`config.mk`:
```
export PLATFORM = sky130hd
export DESIGN_NAME = holdreg_mq_flat
export DESIGN_NICKNAME = d
export VERILOG_FILES = /design/src/rtl/holdreg_mq_pkg.sv /design/src/rtl/holdreg_mq_if.sv /design/src/rtl/holdreg_mq_port.sv /design/src/rtl/holdreg_mq.sv /design/src/flat_wrapper.sv
export SDC_FILE = /design/constraint.sdc
export NUM_CORES = 1
export LEC_CHECK = 0
export ABC_CLOCK_PERIOD_IN_PS = 7400
export CELL_PAD_IN_SITES_DETAIL_PLACEMENT = 2
export CELL_PAD_IN_SITES_GLOBAL_PLACEMENT = 2
export CORE_MARGIN = 2
export CORE_UTILIZATION = 40
export CTS_BUF_LIST = sky130_fd_sc_hd__clkbuf_8
export DETAILED_ROUTE_END_ITERATION = 10
export PLACE_DENSITY_LB_ADDON = 0.1
export SLEW_MARGIN = 30
export SYNTH_ARGS = -nofsm -noshare
export SYNTH_HDL_FRONTEND = slang
export SYNTH_HIERARCHICAL = 1
export SYNTH_SLANG_ARGS = --single-unit
```
`constraint.sdc`:
```
create_clock -name c_clk -period 7.4 [get_ports c_clk]
set_input_delay 0.74 -clock c_clk [delete_from_list [all_inputs] [get_ports c_clk]]
set_output_delay 0.74 -clock c_clk [all_outputs]
set_load 0.05 [all_outputs]
```
`src/rtl/holdreg_mq_pkg.sv`:
```
// rtl/holdreg_mq_pkg.sv - shared types and constants for the holdreg_mq hold register
//
// Purpose : command encoding, per-port FSM state encoding and entry-record
//           width helper shared by the holdreg_mq files.
// Ports   : none (package).
package holdreg_pkg;

  // A command value of zero means "no request on this port this cycle".
  localparam int unsigned CMD_NOP = 0;

  // Per-port capture FSM: IDLE waits for cmd+data1, OP2 takes data2.
  typedef enum logic {
    ST_IDLE = 1'b0,
    ST_OP2  = 1'b1
  } port_state_e;

  // One FIFO entry holds {cmd, data1, data2}.
  function automatic int unsigned entry_w(input int unsigned cmd_w,
                                          input int unsigned data_w);
    return cmd_w + 2 * data_w;
  endfunction

endpackage

```
`src/rtl/holdreg_mq_if.sv`:
```
// rtl/holdreg_mq_if.sv - request/hold bus bundle between requesters, holdreg_mq and priority logic
//
// Purpose : groups the flattened per-port request, head and pop buses.
// Signals : req_cmd_in/req_data_in/hold_pop driven by the master side;
//           req_busy/hold_prio_req/hold_cmd/hold_data1/hold_data2/err_flag
//           driven by the holdreg_mq (slave) side. Port p occupies slice
//           [p*W +: W] of each flattened bus.
interface holdreg_mq_if #(
  parameter int NUM_PORTS = 4,
  parameter int CMD_W     = 4,
  parameter int DATA_W    = 32
);

  logic [NUM_PORTS*CMD_W-1:0]  req_cmd_in;
  logic [NUM_PORTS*DATA_W-1:0] req_data_in;
  logic [NUM_PORTS-1:0]        req_busy;
  logic [NUM_PORTS-1:0]        hold_prio_req;
  logic [NUM_PORTS*CMD_W-1:0]  hold_cmd;
  logic [NUM_PORTS*DATA_W-1:0] hold_data1;
  logic [NUM_PORTS*DATA_W-1:0] hold_data2;
  logic [NUM_PORTS-1:0]        hold_pop;
  logic [NUM_PORTS-1:0]        err_flag;

  modport master (
    output req_cmd_in, req_data_in, hold_pop,
    input  req_busy, hold_prio_req, hold_cmd, hold_data1, hold_data2, err_flag
  );

  modport slave (
    input  req_cmd_in, req_data_in, hold_pop,
    output req_busy, hold_prio_req, hold_cmd, hold_data1, hold_data2, err_flag
  );

endinterface

```
`src/rtl/holdreg_mq_port.sv`:
```
// rtl/holdreg_mq_port.sv - one requester port: two-cycle capture FSM, staging register, FIFO, error flag
//
// Purpose : captures cmd+data1 then data2, pushes the completed entry into a
//           DEPTH-entry FIFO and presents the head to downstream logic.
// Ports   : c_clk, reset (async active-high)
//           cmd_in, data_in     - request command / operand bus
//           busy                - cannot accept a new command this cycle
//           pop                 - downstream consumes the head entry
//           head_valid, head_cmd, head_data1, head_data2 - FIFO head (0 when empty)
//           err                 - sticky protocol/overflow error
module holdreg_port
  import holdreg_pkg::*;
#(
  parameter int CMD_W  = 4,
  parameter int DATA_W = 32,
  parameter int DEPTH  = 2
) (
  input  logic              c_clk,
  input  logic              reset,
  input  logic [CMD_W-1:0]  cmd_in,
  input  logic [DATA_W-1:0] data_in,
  output logic              busy,
  input  logic              pop,
  output logic              head_valid,
  output logic [CMD_W-1:0]  head_cmd,
  output logic [DATA_W-1:0] head_data1,
  output logic [DATA_W-1:0] head_data2,
  output logic              err
);

  localparam int ENTRY_W = int'(entry_w(CMD_W, DATA_W));
  localparam int PTR_W   = (DEPTH > 1) ? $clog2(DEPTH) : 1;
  localparam int CNT_W   = $clog2(DEPTH + 1);

  port_state_e              state_q, state_d;
  logic [CMD_W-1:0]         cmd_stg_q, cmd_stg_d;
  logic [DATA_W-1:0]        d1_stg_q, d1_stg_d;
  logic [ENTRY_W-1:0]       mem_q [DEPTH];
  logic [ENTRY_W-1:0]       mem_d [DEPTH];
  logic [PTR_W-1:0]         wr_ptr_q, wr_ptr_d;
  logic [PTR_W-1:0]         rd_ptr_q, rd_ptr_d;
  logic [CNT_W-1:0]         count_q, count_d;
  logic                     err_q, err_d;

  logic                     cmd_req;
  logic                     push_ok;
  logic                     pop_ok;
  logic [CNT_W:0]           occupancy;
  logic [ENTRY_W-1:0]       head_entry;

  // Pointers wrap modulo DEPTH, so DEPTH need not be a power of two.
  function automatic logic [PTR_W-1:0] next_ptr(input logic [PTR_W-1:0] ptr);
    return (ptr == PTR_W'(DEPTH - 1)) ? '0 : ptr + PTR_W'(1);
  endfunction

  assign cmd_req = (cmd_in != CMD_W'(CMD_NOP));

  // An in-flight capture already owns a slot, so it counts toward occupancy.
  // Built from registers only: a pop in this cycle does not free the slot
  // until the next cycle, which keeps hold_pop off any combinational path.
  assign occupancy = {1'b0, count_q} + {{CNT_W{1'b0}}, (state_q == ST_OP2)};
  assign busy      = (occupancy >= (CNT_W + 1)'(DEPTH));

  assign pop_ok    = pop && (count_q != '0);

  always_comb begin
    state_d   = state_q;
    cmd_stg_d = cmd_stg_q;
    d1_stg_d  = d1_stg_q;
    err_d     = err_q;
    push_ok   = 1'b0;
    mem_d     = mem_q;
    wr_ptr_d  = wr_ptr_q;
    rd_ptr_d  = rd_ptr_q;
    count_d   = count_q;

    case (state_q)
      ST_IDLE: begin
        if (cmd_req) begin
          if (busy) begin
            // No slot for this request: drop it and remember the loss.
            err_d = 1'b1;
          end else begin
            cmd_stg_d = cmd_in;
            d1_stg_d  = data_in;
            state_d   = ST_OP2;
          end
        end
      end
      ST_OP2: begin
        // The operand bus carries data2 this cycle whatever the cmd bus says;
        // a non-zero cmd here is a requester protocol violation, not a request.
        state_d = ST_IDLE;
        if (cmd_req) begin
          err_d = 1'b1;
        end
        // Entering OP2 reserved a slot, so this guard only protects against
        // an impossible overflow.
        if (count_q < CNT_W'(DEPTH)) begin
          push_ok = 1'b1;
        end else begin
          err_d = 1'b1;
        end
      end
      default: begin
        state_d = ST_IDLE;
      end
    endcase

    if (push_ok) begin
      mem_d[wr_ptr_q] = {cmd_stg_q, d1_stg_q, data_in};
      wr_ptr_d        = next_ptr(wr_ptr_q);
    end
    if (pop_ok) begin
      rd_ptr_d = next_ptr(rd_ptr_q);
    end
    case ({push_ok, pop_ok})
      2'b10:   count_d = count_q + CNT_W'(1);
      2'b01:   count_d = count_q - CNT_W'(1);
      default: count_d = count_q;
    endcase
  end

  always_ff @(posedge c_clk or posedge reset) begin
    if (reset) begin
      state_q   <= ST_IDLE;
      cmd_stg_q <= '0;
      d1_stg_q  <= '0;
      err_q     <= 1'b0;
      wr_ptr_q  <= '0;
      rd_ptr_q  <= '0;
      count_q   <= '0;
      for (int i = 0; i < DEPTH; i++) begin
        mem_q[i] <= '0;
      end
    end else begin
      state_q   <= state_d;
      cmd_stg_q <= cmd_stg_d;
      d1_stg_q  <= d1_stg_d;
      err_q     <= err_d;
      wr_ptr_q  <= wr_ptr_d;
      rd_ptr_q  <= rd_ptr_d;
      count_q   <= count_d;
      mem_q     <= mem_d;
    end
  end

  // Empty FIFO presents zeros rather than the stale last entry.
  assign head_valid = (count_q != '0);
  assign head_entry = head_valid ? mem_q[rd_ptr_q] : '0;
  assign head_cmd   = head_entry[ENTRY_W-1 -: CMD_W];
  assign head_data1 = head_entry[2*DATA_W-1 -: DATA_W];
  assign head_data2 = head_entry[DATA_W-1:0];
  assign err        = err_q;

endmodule

```
`src/rtl/holdreg_mq.sv`:
```
// rtl/holdreg_mq.sv - multi-port two-cycle operand hold register with per-port FIFOs
//
// Purpose : replicates holdreg_port NUM_PORTS times and slices the flattened
//           request/head buses of the interface between the instances.
// Ports   : c_clk  - sole clock, rising edge
//           reset  - asynchronous active-high, clears all state
//           bus    - holdreg_mq_if slave: req_cmd_in, req_data_in, req_busy,
//                    hold_prio_req, hold_cmd, hold_data1, hold_data2,
//                    hold_pop, err_flag
module holdreg_mq
  import holdreg_pkg::*;
#(
  parameter int NUM_PORTS = 4,
  parameter int CMD_W     = 4,
  parameter int DATA_W    = 32,
  parameter int DEPTH     = 2
) (
  input  logic           c_clk,
  input  logic           reset,
  holdreg_mq_if.slave    bus
);

  logic [NUM_PORTS-1:0]        busy_w;
  logic [NUM_PORTS-1:0]        prio_w;
  logic [NUM_PORTS-1:0]        err_w;
  logic [NUM_PORTS*CMD_W-1:0]  cmd_w;
  logic [NUM_PORTS*DATA_W-1:0] d1_w;
  logic [NUM_PORTS*DATA_W-1:0] d2_w;

  // Ports are fully independent; no ordering or arbitration between them.
  for (genvar p = 0; p < NUM_PORTS; p++) begin : g_port
    holdreg_port #(
      .CMD_W  (CMD_W),
      .DATA_W (DATA_W),
      .DEPTH  (DEPTH)
    ) u_port (
      .c_clk      (c_clk),
      .reset      (reset),
      .cmd_in     (bus.req_cmd_in[p*CMD_W +: CMD_W]),
      .data_in    (bus.req_data_in[p*DATA_W +: DATA_W]),
      .busy       (busy_w[p]),
      .pop        (bus.hold_pop[p]),
      .head_valid (prio_w[p]),
      .head_cmd   (cmd_w[p*CMD_W +: CMD_W]),
      .head_data1 (d1_w[p*DATA_W +: DATA_W]),
      .head_data2 (d2_w[p*DATA_W +: DATA_W]),
      .err        (err_w[p])
    );
  end

  assign bus.req_busy      = busy_w;
  assign bus.hold_prio_req = prio_w;
  assign bus.err_flag      = err_w;
  assign bus.hold_cmd      = cmd_w;
  assign bus.hold_data1    = d1_w;
  assign bus.hold_data2    = d2_w;

endmodule

```
`src/flat_wrapper.sv`:
```
// flat-port wrapper written by rule: the top's interface ports become plain ports
module holdreg_mq_flat import holdreg_pkg::*;
#(
  parameter int NUM_PORTS = 4,
  parameter int CMD_W     = 4,
  parameter int DATA_W    = 32,
  parameter int DEPTH     = 2
)
  (c_clk, reset, bus_req_cmd_in, bus_req_data_in, bus_hold_pop, bus_req_busy, bus_hold_prio_req, bus_hold_cmd, bus_hold_data1, bus_hold_data2, bus_err_flag);
  holdreg_mq_if #(.NUM_PORTS(NUM_PORTS), .CMD_W(CMD_W), .DATA_W(DATA_W)) bus_i ();
  input  logic c_clk;
  input  logic reset;
  input wire logic [$bits(bus_i.req_cmd_in)-1:0] bus_req_cmd_in;
  input wire logic [$bits(bus_i.req_data_in)-1:0] bus_req_data_in;
  input wire logic [$bits(bus_i.hold_pop)-1:0] bus_hold_pop;
  output wire logic [$bits(bus_i.req_busy)-1:0] bus_req_busy;
  output wire logic [$bits(bus_i.hold_prio_req)-1:0] bus_hold_prio_req;
  output wire logic [$bits(bus_i.hold_cmd)-1:0] bus_hold_cmd;
  output wire logic [$bits(bus_i.hold_data1)-1:0] bus_hold_data1;
  output wire logic [$bits(bus_i.hold_data2)-1:0] bus_hold_data2;
  output wire logic [$bits(bus_i.err_flag)-1:0] bus_err_flag;
  assign bus_i.req_cmd_in = bus_req_cmd_in;
  assign bus_i.req_data_in = bus_req_data_in;
  assign bus_i.hold_pop = bus_hold_pop;
  assign bus_req_busy = bus_i.req_busy;
  assign bus_hold_prio_req = bus_i.hold_prio_req;
  assign bus_hold_cmd = bus_i.hold_cmd;
  assign bus_hold_data1 = bus_i.hold_data1;
  assign bus_hold_data2 = bus_i.hold_data2;
  assign bus_err_flag = bus_i.err_flag;
  holdreg_mq #(.NUM_PORTS(NUM_PORTS), .CMD_W(CMD_W), .DATA_W(DATA_W), .DEPTH(DEPTH)) u_core (.c_clk(c_clk), .reset(reset), .bus(bus_i));
endmodule
```
* Word-level counts from Yosys, hierarchy flattened
Cells that the tools add are included.
Widths: inputs -> output; s select.
** Word-level totals
- Output and inout port bits :: 284
- Logic and storage cells :: 220
- Input bits :: 150
- Flip-flop bits (word level) :: 712
** Operators by class
- Bitwise logic cells :: 16
- Reduce and logical (&&, ||, !) cells :: 28
- Muxes and demuxes :: 80
- Order comparisons :: 20
- Eq/ne operators :: 20
- Add/sub/neg operators :: 20
** Operators with widths (number)
- $mux 68 :: 20
- $bwmux 136 :: 4
- $demux 68 s1 :: 4
- $mux 1 :: 40
- $reduce_and 3->1 :: 8
- $ge 2x2->1 const B :: 8
- $ne 2x2->1 const B :: 8
- $not 1->2 :: 8
- $pmux 1 s2 :: 8
- $pmux 2 s2 :: 4
- $reduce_bool 2->1 :: 8
- $reduce_bool 4->1 :: 4
- $add 2x1->3 :: 4
- $ge 3x2->1 const B :: 4
- $ne 3x3->1 const B :: 4
- $add 1x1->1 const B :: 8
- $add 2x1->2 const B :: 4
- $eq 2x1->1 const B :: 4
- $eq 2x2->1 const B :: 4
- $logic_and 1x1->1 :: 8
- $lt 2x1->1 const B :: 4
- $lt 2x2->1 const B :: 4
- $not 1->1 :: 8
- $sub 2x1->2 const B :: 4

* Logic depth before layout (Yosys ltp)
- Word-level depth :: 6
- Depth in mapped cells :: 8
- Gate-level depth less buffers :: 7

* Cells and area by module
The synthesis kept the hierarchy.
** By module, submodules not included
- holdreg_port :: sequential area each 4454.3 um^2, area an instance 7847.5 um^2, times used 4, cells each 541

* Worst setup path before layout
Ideal clock, no wire load.
- Path kind :: flip-flop to output port
- From :: register u_core.g_port[3].u_port.rd_ptr_q
- To :: output bus_hold_data2[104]
- Path buffers :: 3
- Required time :: 6.660 ns
- Slack :: 4.945 ns
- Stages on the path, launching flop included :: 6
- Arrival time :: 1.715 ns
- Cell sequence :: dfrtp_1 buf_2 buf_2 buf_2 mux2i_1 nor2_1
** On the way
- Longest elaborated chain between the ends :: 5
** RTL lines
- start, declared :: line holdreg_mq_port.sv:41 : logic [PTR_W-1:0] rd_ptr_q, rd_ptr_d;
- start signal, assigned :: line holdreg_mq_port.sv:142 : rd_ptr_q <= rd_ptr_d;
- $not 1->2 (not written as such) :: line holdreg_mq_port.sv:150 : assign head_entry = head_valid ? mem_q[rd_ptr_q] : '0;
- $mux 68 (not written as such) (3 in series) :: line holdreg_mq_port.sv:150
- $mux 68 :: line holdreg_mq_port.sv:150
- end, declared :: line flat_wrapper.sv:20 : output wire logic [$bits(bus_i.hold_data2)-1:0] bus_hold_data2;
Every way passes these cells. The select of a mux whose other input is x is not followed.

* Worst setup path after layout
- From :: register u_core.g_port[0].u_port.rd_ptr_q
- To :: output bus_hold_data2[5]
** On the way
- Longest elaborated chain between the ends :: 5
** RTL lines (line)
- start, declared :: holdreg_mq_port.sv:41
- start signal, assigned :: holdreg_mq_port.sv:142
- $not 1->2 (not written as such) :: holdreg_mq_port.sv:150
- $mux 68 (not written as such) (3 in series) :: holdreg_mq_port.sv:150
- $mux 68 :: holdreg_mq_port.sv:150
Every way passes these cells. The select of a mux whose other input is x is not followed.

==> reports/qor.yml <==
postCtsHoldBufs: 0
grt_overflow_total: 0
synthFlopType: "dfrtp_1"
met3_usage: 0.0543
cts-root-buf: "clkbuf_8"
grt_pass1_wl_mm: 135
insertion_delay_ps: 770
path_clk_slew_ps: 60
crit_type: "reg2out"
slew_headroom: 0.353
synth_warnings: 6
async_flop_share: 1.00
hold_path.startpoint: "u_core/g_port[3].u_port/mem_q[78]"
synth_fp_nets: 2318
worst_hold_path.num_cells: 1
skew_ps: 34.8
wl_per_cell_um: 22.8
ys_seq_area_frac: 0.568
ys_seq_elements: 712
port-buffer-count: 433
route.vias.total: 19041
endpoint_kind: "primary output"
start_kind: "flop"
cts_resized: 0
synth-edff-count: 0
drc_errors: 0
area_delta_synth_final_pct: 24.4
cp.arrival_ps: 3620
setup_tns_ps: 0
r2r_end: "u_core/g_port[2].u_port/count_q[1]"
yosysUniqueCellTypes: 25
clock_path_buffers: 3
cts_tree: "done"
final_util: 0.503
status: "completed"
dieArea_um2: 80700
rsz0062_at_grt: "false"
final_net_count: 2780
chipWidth_um: 284
ant_nets: 0
busiest_layer: "met2"
use_met2: 0.370
crit_buf_inv: 2
num_io_pins: 434
fin_crit_ps: 4360
syn-instance-count: 2164
critPathTopFamily: "buffers and inverters"
cts_max_level: 4
first_pass_iters: 4
path_cells: "buf_4, mux2i_1, nor2_1, clkdlybuf4s50_1"
globalplace.congestion: 0.768
place_area_um2: 36300
core_area_um2: 77600
finalMaxSlewViolations: 0
initial_core_util: 0.405
setup_viol: 0
num_rows: 102
dp_hpwl_mm: 57.2
gr-usage-met1: 0.262
setup_slack_ps: 3040
cts_buffers: 130
worstReg2RegStart: "u_core/g_port[2].u_port/count_q[1]"
drive_above_1_share: 0.285
hold_end: "u_core/g_port[3].u_port/mem_q[78]"
ff2ff_setup_slack_ps: 4610
drt_first_iter_violations: 712
worstMarginPinSlew_ps: 968
drt_wl_total_mm: 85.8
rr_worst_depth: 9
cts_setup_buffers: 0
grt.total_usage: 0.216
synth_area_um2: 31400
worst-path-max-fanout: 42
final_area_um2: 39000
cp_slowest_cell: "clkdlybuf4s50_1"
critPathMaxStageDelay_ps: 870
hold_violations: 0
cts.sinks: 712
min_period_over_period: 0.589
die_h_um: 284
cp.required_ps: 6660
hp-class: "reg2reg"
max_freq_mhz: 229
vias_per_cell: 5.05
postSynthAreaPerCell_um2: 14.5
pre_cts_slack_ps: 3710
grt_max_degree: 117
grt_pass1_vias: 22352
drv_cap: 0
grt_antenna_before_repair: 11
==> flip-flops by register name, indices dropped and copies added, names as in the netlist <==
| name | flops |
|---|---|
| u_core/g_port.u_port/cmd_stg_q | 16 |
| u_core/g_port.u_port/count_q | 8 |
| u_core/g_port.u_port/d1_stg_q | 128 |
| u_core/g_port.u_port/err | 4 |
| u_core/g_port.u_port/mem_q | 544 |
| u_core/g_port.u_port/rd_ptr_q | 4 |
| u_core/g_port.u_port/state_q | 4 |
| u_core/g_port.u_port/wr_ptr_q | 4 |
==> per-stage QoR <==
| step | std cells | hold WS [ps] |
|---|---|---|
| global route | 3768 | 500 |
| detailed placement | 3532 | 474 |
| finish | 3768 | 484 |
| global placement | 3529 | 464 |
| floorplan | 2164 | 457 |
| CTS | 3762 | 486 |
==> synthesized netlist by cell type (8+ instances only) <==
library cell  count  share of area
dfrtp_1         712           0.57
buf_12           12         0.0077
mux2i_1         272          0.087
mux2_1          160          0.057
nor2_4            8         0.0029
xnor2_1          12         0.0033
xor2_1            8         0.0022
buf_6            20         0.0072
clkbuf_1         16         0.0019
mux2_2          412           0.15
buf_2            64          0.010
nor2_1          284          0.034
buf_4            20         0.0048
a22o_1            8         0.0022
inv_1            12         0.0014
mux2_4          108          0.052
==> final cells by class <==
type	instances	area, µm²
Multi-Input combinational cell	1308	12600
Fill cell	7379	38600
Clock buffer	173	2380
Timing Repair Buffer	462	4610
Inverter	12	70.1
Antenna cell	4	10.0
Tap cell	1040	1300
Sequential cell	712	17800
Clock inverter	57	277
==> worst max path at each step <==
stage | from | to | slack (ps) | cells past startpoint
after detailed placement | reset | u_core/g_port[0].u_port/mem_q[57] | 3710 | 3
after floorplan | reset | u_core/g_port[0].u_port/cmd_stg_q[0] | 1830 | 1
after global routing | u_core/g_port[0].u_port/rd_ptr_q | bus_hold_data2[5] | 2790 | 4
final | u_core/g_port[0].u_port/rd_ptr_q | bus_hold_data2[5] | 3040 | 4
after CTS | u_core/g_port[0].u_port/rd_ptr_q | bus_hold_data2[5] | 2900 | 4
after global placement | u_core/g_port[0].u_port/rd_ptr_q | bus_hold_data2[5] | 3740 | 4
==> worst register-to-register path, stage by stage (launching register included) <==
cell	delay, ps
dfrtp_1	500
nor2_4	550
buf_16	240
buf_4	400
inv_1	110
and2_1	240
ha_1	220
xnor2_1	130
nor2_1	170
xor2_1	160
==> routing by layer <==
metal / routed length [µm] / share of wire / up-vias
met5: 91 / 0.0011 / -
met4: 2600 / 0.030 / 14
met3: 4110 / 0.048 / 161
met2: 44000 / 0.51 / 417
met1: 35000 / 0.41 / 9981
li1: - / - / 8468
==> placed cells by master, fill, tap and decap left out <==
cell,synthesis,routed
nand2b_2,4,4
clkbuf_8,0,173
xnor2_1,12,12
mux2_2,412,412
nand2_8,4,4
nor2_4,8,12
a21o_1,4,4
a21oi_1,4,4
or4_4,4,4
o21bai_1,4,4
clkinv_2,0,11
nor2_1,284,280
inv_6,0,8
mux2_1,160,160
mux2i_1,272,272
clkinvlp_4,0,3
buf_8,0,1
clkdlybuf4s50_1,0,433
dfrtp_4,0,4
xor2_1,8,8
ha_1,4,4
inv_8,0,3
buf_4,20,23
mux2_4,108,108
buf_6,20,3
inv_1,12,44
a22o_1,8,8
buf_16,0,2
nand3b_1,4,4
diode_2,0,4
dfrtp_1,712,708
and2_1,4,4
==> kinds of logic after synthesis <==
| family | count (synthesis) | share of synthesized area |
|---|---|---|
| AO/OA/AOI/OAI | 20 | 0.00478 |
| XOR/XNOR | 20 | 0.00558 |
| multiplexers | 952 | 0.344 |
| flip-flops | 712 | 0.568 |
| AND/OR/NAND/NOR | 312 | 0.0437 |
| adder cells (fa/ha/maj) | 4 | 0.00159 |
| buffers and inverters | 144 | 0.0332 |
Power is not shown: default switching activity piles up to over one toggle a cycle in this logic, so the estimate is an artifact.
